<file path="src/rtl/fsm_tbl_pkg.sv">
// Shared types and constants for the table-driven Moore FSM and its self-test engine.
// entry_t documents the cfg_wdata layout at the default state and input widths.
package fsm_tbl_pkg;

    localparam int DEF_SW = 4;
    localparam int DEF_IW = 4;

    localparam logic [15:0] LFSR_SEED = 16'hACE1;
    localparam logic [15:0] LFSR_POLY = 16'hB400;

    typedef struct packed {
        logic              valid;
        logic [DEF_SW-1:0] src;
        logic [DEF_IW-1:0] mask;
        logic [DEF_IW-1:0] val;
        logic [DEF_SW-1:0] dst;
    } entry_t;

    localparam int ENTRY_W = $bits(entry_t);

    // One right-shift Galois step, shared by the stimulus LFSR and the signature MISR.
    function automatic logic [15:0] galois_step(input logic [15:0] x);
        return (x >> 1) ^ (x[0] ? LFSR_POLY : 16'h0000);
    endfunction

endpackage

</file>
<file path="src/rtl/fsm_tbl_bist.sv">
// Self-test engine: LFSR stimulus source, MISR signature over the visited states,
// step counter and the busy/done flags. Everything except the flags' reset is adv-gated.
module fsm_tbl_bist
    import fsm_tbl_pkg::*;
#(
    parameter int SW       = DEF_SW,
    parameter int IW       = DEF_IW,
    parameter int BIST_LEN = 256
) (
    input  logic          clk,
    input  logic          rst_n,
    input  logic          adv_i,
    input  logic          abort_i,
    input  logic          start_i,
    input  logic [SW-1:0] state_i,
    output logic [IW-1:0] lfsr_o,
    output logic          busy_o,
    output logic          done_o,
    output logic [15:0]   sig_o
);

    localparam int            CW   = $clog2(BIST_LEN);
    localparam logic [CW-1:0] LAST = CW'(BIST_LEN - 1);

    logic [15:0]   lfsr_q, lfsr_d;
    logic [15:0]   misr_q, misr_d;
    logic [CW-1:0] cnt_q, cnt_d;
    logic          busy_q, busy_d;
    logic          done_q, done_d;

    always_comb begin
        lfsr_d = lfsr_q;
        misr_d = misr_q;
        cnt_d  = cnt_q;
        busy_d = busy_q;
        done_d = done_q;
        if (adv_i) begin
            if (abort_i) begin
                busy_d = 1'b0;
                done_d = 1'b0;
            end else if (start_i) begin
                lfsr_d = LFSR_SEED;
                misr_d = 16'h0000;
                cnt_d  = '0;
                busy_d = 1'b1;
                done_d = 1'b0;
            end else if (busy_q) begin
                // The signature folds in the state the step started from.
                misr_d = galois_step(misr_q) ^ 16'(state_i);
                lfsr_d = galois_step(lfsr_q);
                cnt_d  = cnt_q + CW'(1);
                if (cnt_q == LAST) begin
                    busy_d = 1'b0;
                    done_d = 1'b1;
                end
            end
        end
    end

    always_ff @(posedge clk) begin
        if (!rst_n) begin
            lfsr_q <= LFSR_SEED;
            misr_q <= 16'h0000;
            cnt_q  <= '0;
            busy_q <= 1'b0;
            done_q <= 1'b0;
        end else begin
            lfsr_q <= lfsr_d;
            misr_q <= misr_d;
            cnt_q  <= cnt_d;
            busy_q <= busy_d;
            done_q <= done_d;
        end
    end

    assign lfsr_o = lfsr_q[IW-1:0];
    assign busy_o = busy_q;
    assign done_o = done_q;
    assign sig_o  = misr_q;

endmodule

</file>
<file path="src/rtl/fsm_tbl_mur.sv">
// Run-time programmable Moore FSM: NTRANS-entry match table, lowest-index priority,
// test-mode clock gating and an embedded BIST engine driving the match input.
module fsm_tbl_mur
    import fsm_tbl_pkg::*;
#(
    parameter int SW           = DEF_SW,
    parameter int IW           = DEF_IW,
    parameter int NTRANS       = 64,
    parameter int BIST_LEN     = 256,
    parameter int NOMATCH_HOLD = 0
) (
    input  logic                      clk,
    input  logic                      rst_n,
    input  logic [IW-1:0]             sig_in,
    output logic [SW-1:0]             state_o,
    input  logic                      tmode_i,
    input  logic                      tmode_clk_en,
    input  logic                      start_bist,
    input  logic                      rst_state,
    input  logic                      cfg_we,
    input  logic [$clog2(NTRANS)-1:0] cfg_addr,
    input  logic [2*SW+2*IW:0]        cfg_wdata,
    output logic                      cfg_err,
    output logic                      bist_busy,
    output logic                      bist_done,
    output logic [15:0]               bist_sig
);

    localparam int AW        = $clog2(NTRANS);
    localparam int EW        = 2*SW + 2*IW + 1;
    localparam int VAL_LO    = SW;
    localparam int MASK_LO   = SW + IW;
    localparam int SRC_LO    = SW + 2*IW;
    localparam int VALID_BIT = 2*SW + 2*IW;

    logic                      adv;
    logic [IW-1:0]             bist_in;
    logic [IW-1:0]             match_in;
    logic                      wr_ok;
    logic [NTRANS-1:0]         hit;
    logic [SW-1:0]             next_state;

    logic [NTRANS-1:0][EW-1:0] tbl_q, tbl_d;
    logic [SW-1:0]             state_q, state_d;
    logic                      cfg_err_q, cfg_err_d;

    assign adv      = ~tmode_i | tmode_clk_en;
    assign match_in = bist_busy ? bist_in : sig_in;
    assign wr_ok    = cfg_we & ~bist_busy;

    fsm_tbl_bist #(
        .SW       (SW),
        .IW       (IW),
        .BIST_LEN (BIST_LEN)
    ) u_bist (
        .clk     (clk),
        .rst_n   (rst_n),
        .adv_i   (adv),
        .abort_i (rst_state),
        .start_i (start_bist),
        .state_i (state_q),
        .lfsr_o  (bist_in),
        .busy_o  (bist_busy),
        .done_o  (bist_done),
        .sig_o   (bist_sig)
    );

    for (genvar gi = 0; gi < NTRANS; gi++) begin : g_entry
        logic          e_valid;
        logic [SW-1:0] e_src;
        logic [IW-1:0] e_mask;
        logic [IW-1:0] e_val;

        assign e_valid = tbl_q[gi][VALID_BIT];
        assign e_src   = tbl_q[gi][SRC_LO +: SW];
        assign e_mask  = tbl_q[gi][MASK_LO +: IW];
        assign e_val   = tbl_q[gi][VAL_LO +: IW];
        // Masked-out bits are don't-care on both the input and the stored value.
        assign hit[gi] = e_valid & (e_src == state_q) & (((match_in ^ e_val) & e_mask) == '0);
    end

    // Scan from the top so the lowest-index hit is the last assignment and wins.
    always_comb begin
        next_state = (NOMATCH_HOLD != 0) ? state_q : '0;
        for (int i = NTRANS - 1; i >= 0; i--) begin
            if (hit[i]) begin
                next_state = tbl_q[i][SW-1:0];
            end
        end
    end

    always_comb begin
        tbl_d = tbl_q;
        for (int i = 0; i < NTRANS; i++) begin
            if (wr_ok && (cfg_addr == AW'(i))) begin
                tbl_d[i] = cfg_wdata;
            end
        end
    end

    // Table writes and the reject pulse are deliberately independent of adv.
    always_comb begin
        cfg_err_d = cfg_we & bist_busy;
        state_d   = state_q;
        if (adv) begin
            if (rst_state || start_bist) begin
                state_d = '0;
            end else begin
                state_d = next_state;
            end
        end
    end

    always_ff @(posedge clk) begin
        if (!rst_n) begin
            tbl_q     <= '0;
            state_q   <= '0;
            cfg_err_q <= 1'b0;
        end else begin
            tbl_q     <= tbl_d;
            state_q   <= state_d;
            cfg_err_q <= cfg_err_d;
        end
    end

    assign state_o = state_q;
    assign cfg_err = cfg_err_q;

endmodule

</file>
<file path="config.mk">
export PLATFORM = sky130hd
export DESIGN_NAME = fsm_tbl_mur
export DESIGN_NICKNAME = d
export VERILOG_FILES = /design/src/rtl/fsm_tbl_pkg.sv /design/src/rtl/fsm_tbl_bist.sv /design/src/rtl/fsm_tbl_mur.sv
export SDC_FILE = /design/constraint.sdc
export NUM_CORES = 2
export LEC_CHECK = 0
export BUFFER_PORTS_ARGS = -buffer_cell sky130_fd_sc_hd__buf_2
export CORE_UTILIZATION = 50
export DETAILED_ROUTE_END_ITERATION = 12
export PLACE_DENSITY = 0.73
export SLEW_MARGIN = 10
export SYNTH_ARGS = -nofsm -noshare
export SYNTH_HDL_FRONTEND = slang
export SYNTH_SLANG_ARGS = --single-unit
</file>
<file path="constraint.sdc">
create_clock -name clk -period 3.15 [get_ports clk]
set_input_delay 0.315 -clock clk [delete_from_list [all_inputs] [get_ports clk]]
set_output_delay 0.315 -clock clk [all_outputs]
set_load 0.01 [all_outputs]
</file>
==> metrics.txt <==
# TYPE chip_impl_metric gauge
chip_impl_metric{name="fillCellCount",unit=""} 8892
chip_impl_metric{name="die_height",unit="um"} 325
chip_impl_metric{name="port_buffers",unit=""} 56
chip_impl_metric{name="synth-edff-count",unit=""} 0
chip_impl_metric{name="drc",unit=""} 0
chip_impl_metric{name="maximum_resistive_drop_on_vdd",unit="mV"} 0.493
chip_impl_metric{name="yosysUniqueCellTypes",unit=""} 70
chip_impl_metric{name="final-max-slew-violation-count",unit=""} 0
chip_impl_info{name="worst_path_dominant_cell_family",value="compound AO/OA/AOI/OAI gates"} 1
chip_impl_metric{name="initial_utilization",unit="%"} 50.4
chip_impl_metric{name="layout_worst_path_cycle_share",unit="%"} 109
chip_impl_metric{name="final_core_utilization",unit="%"} 59.8
chip_impl_metric{name="synthAdderAreaFrac",unit="%"} 0.0240
chip_impl_metric{name="place_congestion",unit=""} 0.989
chip_impl_metric{name="max_slew.worst_pin.slew",unit="ns"} 1.23
chip_impl_metric{name="timing.critical_path.required",unit="ns"} 3.75
chip_impl_metric{name="leakage_power_summed_over_all_cells",unit="nW"} 21.3
chip_impl_info{name="clockRootBuffer",value="sky130_fd_sc_hd__clkbuf_16"} 1
chip_impl_metric{name="arrival",unit="ns"} 4.05
chip_impl_metric{name="grt_start_max_net_pins",unit=""} 253
chip_impl_metric{name="mappedNetlistArea",unit="um2"} 52200
chip_impl_info{name="synthFlopType",value="sky130_fd_sc_hd__dfxtp_1"} 1
chip_impl_metric{name="synthesis.instances",unit=""} 6534
chip_impl_metric{name="area_growth_synth_to_finish",unit="%"} 18.6
chip_impl_metric{name="tmin_final",unit="ns"} 3.44
chip_impl_metric{name="postLayoutSetupSlackWorst",unit="ns"} -0.295
chip_impl_metric{name="cts_max_level",unit=""} 3
chip_impl_metric{name="grt_first_pass_wirelength",unit="um"} 253000
chip_impl_info{name="cell_breakdown_of_the_critical_path",value="mux2i_4 > buf_12 > buf_16 > buf_12 > xnor2_2 > a22oi_2 > o211ai_1 > buf_4 > nor2_2 > o2111a_2 > nand3_1 > o211ai_1 > a21oi_4 > o31ai_1"} 1
chip_impl_metric{name="cap_violations",unit=""} 0
chip_impl_info{name="grt_setup_unrepaired",value="yes"} 1
chip_impl_metric{name="finalHoldViolCount",unit=""} 0
chip_impl_metric{name="globalRoute.totalOverflow",unit=""} 0
chip_impl_metric{name="power.density_cell_area",unit="nW/um2"} 498
chip_impl_metric{name="setup_viol",unit=""} 4
chip_impl_metric{name="max_freq",unit="MHz"} 290
chip_impl_metric{name="worst_path_largest_cell_delay",unit="ns"} 0.46
chip_impl_info{name="tritoncts_clock_tree",value="built"} 1
chip_impl_metric{name="route.detailed.wl_per_inst",unit="um"} 20.0
chip_impl_metric{name="ys.warnings.count",unit=""} 0
chip_impl_metric{name="core-area",unit="um2"} 103000
chip_impl_metric{name="postSynthRegisterBits",unit=""} 1135
chip_impl_info{name="violations",value="negative setup slack"} 1
chip_impl_metric{name="clkLatencyLatePin",unit="ns"} 0.73
chip_impl_metric{name="final_area",unit="um2"} 61900
chip_impl_metric{name="die-width",unit="um"} 325
chip_impl_metric{name="first_global_vias",unit=""} 44100
chip_impl_info{name="status",value="finished, violations left"} 1
chip_impl_info{name="layout.cells.most_common_list",value="sky130_fd_sc_hd__nand2_1, sky130_fd_sc_hd__dfxtp_1, sky130_fd_sc_hd__a21boi_0, sky130_fd_sc_hd__buf_4, sky130_fd_sc_hd__xnor2_1"} 1
chip_impl_metric{name="syn_area_per_cell",unit="um2"} 7.99
chip_impl_metric{name="timing.critical_path.fanout_max",unit=""} 6
chip_impl_metric{name="die_area",unit="um2"} 106000
chip_impl_metric{name="synthSimpleGateAreaFrac",unit="%"} 22.7
chip_impl_info{name="setup.worst_path.start_class",value="flop"} 1
chip_impl_metric{name="clock_sink_count",unit=""} 1135
chip_impl_metric{name="totalPowerFinal",unit="W"} 0.0308
chip_impl_metric{name="track_usage",unit="%"} 30.0
chip_impl_info{name="cpMaxStageDelayCell",value="sky130_fd_sc_hd__o211ai_1"} 1
chip_impl_metric{name="synth_seq_area_share",unit="%"} 43.5
chip_impl_metric{name="max-clock-path-buffers",unit=""} 3
chip_impl_metric{name="relSlewSlack",unit="%"} 17.7
chip_impl_metric{name="antenna_found_initial",unit=""} 8
chip_impl_metric{name="rows",unit=""} 118
chip_impl_metric{name="dp.final_hpwl",unit="um"} 103000
chip_impl_metric{name="via_count",unit=""} 46500
chip_impl_info{name="dominant_combinational_cell_family_by_area_after_synthesis",value="simple AND/OR/NAND/NOR gates"} 1
chip_impl_metric{name="synth-compound-area-share",unit="%"} 20.4
chip_impl_info{name="holdCritPathClass",value="in -> reg"} 1
chip_impl_metric{name="synthesis.nets",unit=""} 6569
chip_impl_metric{name="cts.clk_slew.worst_paths",unit="ns"} 0.06
chip_impl_metric{name="reg2reg_slack",unit="ns"} -0.29
chip_impl_metric{name="total_cell_area_at_the_placement_stage",unit="um2"} 56400
chip_impl_metric{name="critical_path_buf_inv_count",unit=""} 4
chip_impl_metric{name="post_drt_via_cell_ratio",unit=""} 5.62
chip_impl_metric{name="asyncSetResetFlopFracSynth",unit="%"} 0
chip_impl_metric{name="starting_drt_drc_count",unit=""} 4636
chip_impl_metric{name="finalNetCount",unit=""} 6820
chip_impl_info{name="crit_type",value="reg -> reg"} 1
chip_impl_metric{name="final_layout_size_suffix_gt1_share",unit="%"} 13.7
chip_impl_metric{name="cts-buffers-inserted",unit=""} 117
chip_impl_metric{name="yosys-mux-area-fraction",unit="%"} 0.587
chip_impl_metric{name="skew",unit="ns"} 0.0423
chip_impl_metric{name="postRouteWirelength",unit="um"} 165000
chip_impl_metric{name="detailed_routing_iteration_count_for_the_pre_antenna_repair_pass",unit=""} 6
chip_impl_metric{name="totalNegativeSetupSlack",unit="ns"} -1.13
chip_impl_metric{name="top_level_ports",unit=""} 57
chip_impl_metric{name="xor_xnor_portion_of_the_synthesized_cell_area",unit="%"} 8.69
chip_impl_metric{name="final_antenna_net_count",unit=""} 0
chip_impl_info{name="worstSetupEndpointType",value="flop"} 1
chip_impl_info{name="mostFrequentLayoutCell",value="sky130_fd_sc_hd__nand2_1"} 1
==> synth_stat cells, drive strengths merged, types with 40 or more instances <==
master	instances	area share, %
clkbuf	405	2.9
nand2	2440	18
xnor2	369	6.2
dfxtp	1135	44
xor2	149	2.5
inv	40	0.29
a222oi	41	0.79
nor2	143	1.0
a21boi	1090	16
nor4	47	0.56
nand3	90	0.86
a22oi	54	0.78
buf	66	0.87
==> worst reg2reg max path: cells and delay by family (launching register included) <==
| kind | cells | cell delay, ns |
|---|---|---|
| DFF | 1 | 0.44 |
| AOI/OAI and AO/OA | 6 | 1.54 |
| muxes | 1 | 0.42 |
| and+or+nand+nor | 2 | 0.19 |
| buffers and inverters | 4 | 0.71 |
| xor gates and xnor gates | 1 | 0.07 |
==> path summary, 6_finish.rpt <==
check                                                 from                                 end  depth (start not counted)
worst min register to register     tbl_q[153]$_SDFFE_PN0P_             tbl_q[153]$_SDFFE_PN0P_                          2
worst max register to register  u_bist.busy_o$_SDFFE_PN0P_             state_o[2]$_SDFFE_PN0P_                         14
worst min-delay path                          cfg_wdata[8]  g_entry[48].e_mask[0]$_SDFFE_PN0P_                          3
worst max-delay path            u_bist.busy_o$_SDFFE_PN0P_             state_o[2]$_SDFFE_PN0P_                         14
==> cell type report <==
| cell class | instances | area (um2) | area share, % |
|---|---|---|---|
| Antenna cell | 3 | 7.51 | 0.0121 |
| Clock buffer | 166 | 3470 | 5.60 |
| Clock inverter | 51 | 522 | 0.843 |
| Inverter | 40 | 150 | 0.243 |
| Multi-Input combinational cell | 4888 | 28100 | 45.4 |
| Sequential cell | 1135 | 22700 | 36.7 |
| Tap cell | 1380 | 1730 | 2.79 |
| Timing Repair Buffer | 603 | 5180 | 8.38 |
==> report_power, final <==
part	switching (W)	internal, W	total (W)
logic	0.00127	0.000807	0.00207
clock network	0.00596	0.00837	0.0143
registers	0.0000416	0.0144	0.0144
total	0.00726	0.0236	0.0308
==> repair_timing <==
item	CTS	global route
setup endpoints to repair	4	4
pin swaps	65	57
setup buffers	43	24
gates cloned	3	1
hold buffers	4	0
gates resized for setup	120	80
hold endpoints to repair	6	0
==> metrics by stage <==
stage / setup WS [ns] / hold WS (ns) / std cells
6_report: -0.295 / 0.118 / 8266
5_1_grt: -0.383 / 0.106 / 8264
4_1_cts: -0.189 / 0.0879 / 8246
3_5_place_dp: -0.604 / 0.453 / 7982
3_3_place_gp: -0.554 / 0.445 / 7982
2_1_floorplan: 0.0205 / 0.438 / 6534
==> sequential cells by signal, indices dropped and copies added (netlist names) <==
register         flops
g_entry.e_mask     256
g_entry.e_src      256
g_entry.e_val      256
tbl_q              256
g_entry.e_valid     64
u_bist.lfsr_q       16
u_bist.sig_o        16
u_bist.cnt_q         8
state_o              4
cfg_err              1
u_bist.busy_o        1
u_bist.done_o        1
==> cells by family after synthesis <==
logic type      count (synthesis)
simple gates                 2933
mux                            30
buf+inv                       511
compound gates               1406
flops                        1135
fa+ha+maj                       1
xor+xnor                      518
==> metal layers <==
metal	vias up	share of wire [%]	track usage (%)
met1	22200	41	39.6
met4	10	3.9	11.7
met2	1841	46	48.3
met5	-	0.041	0
li1	22000	-	-
met3	399	9.0	5.86
Power figures use the tool's default switching activity.
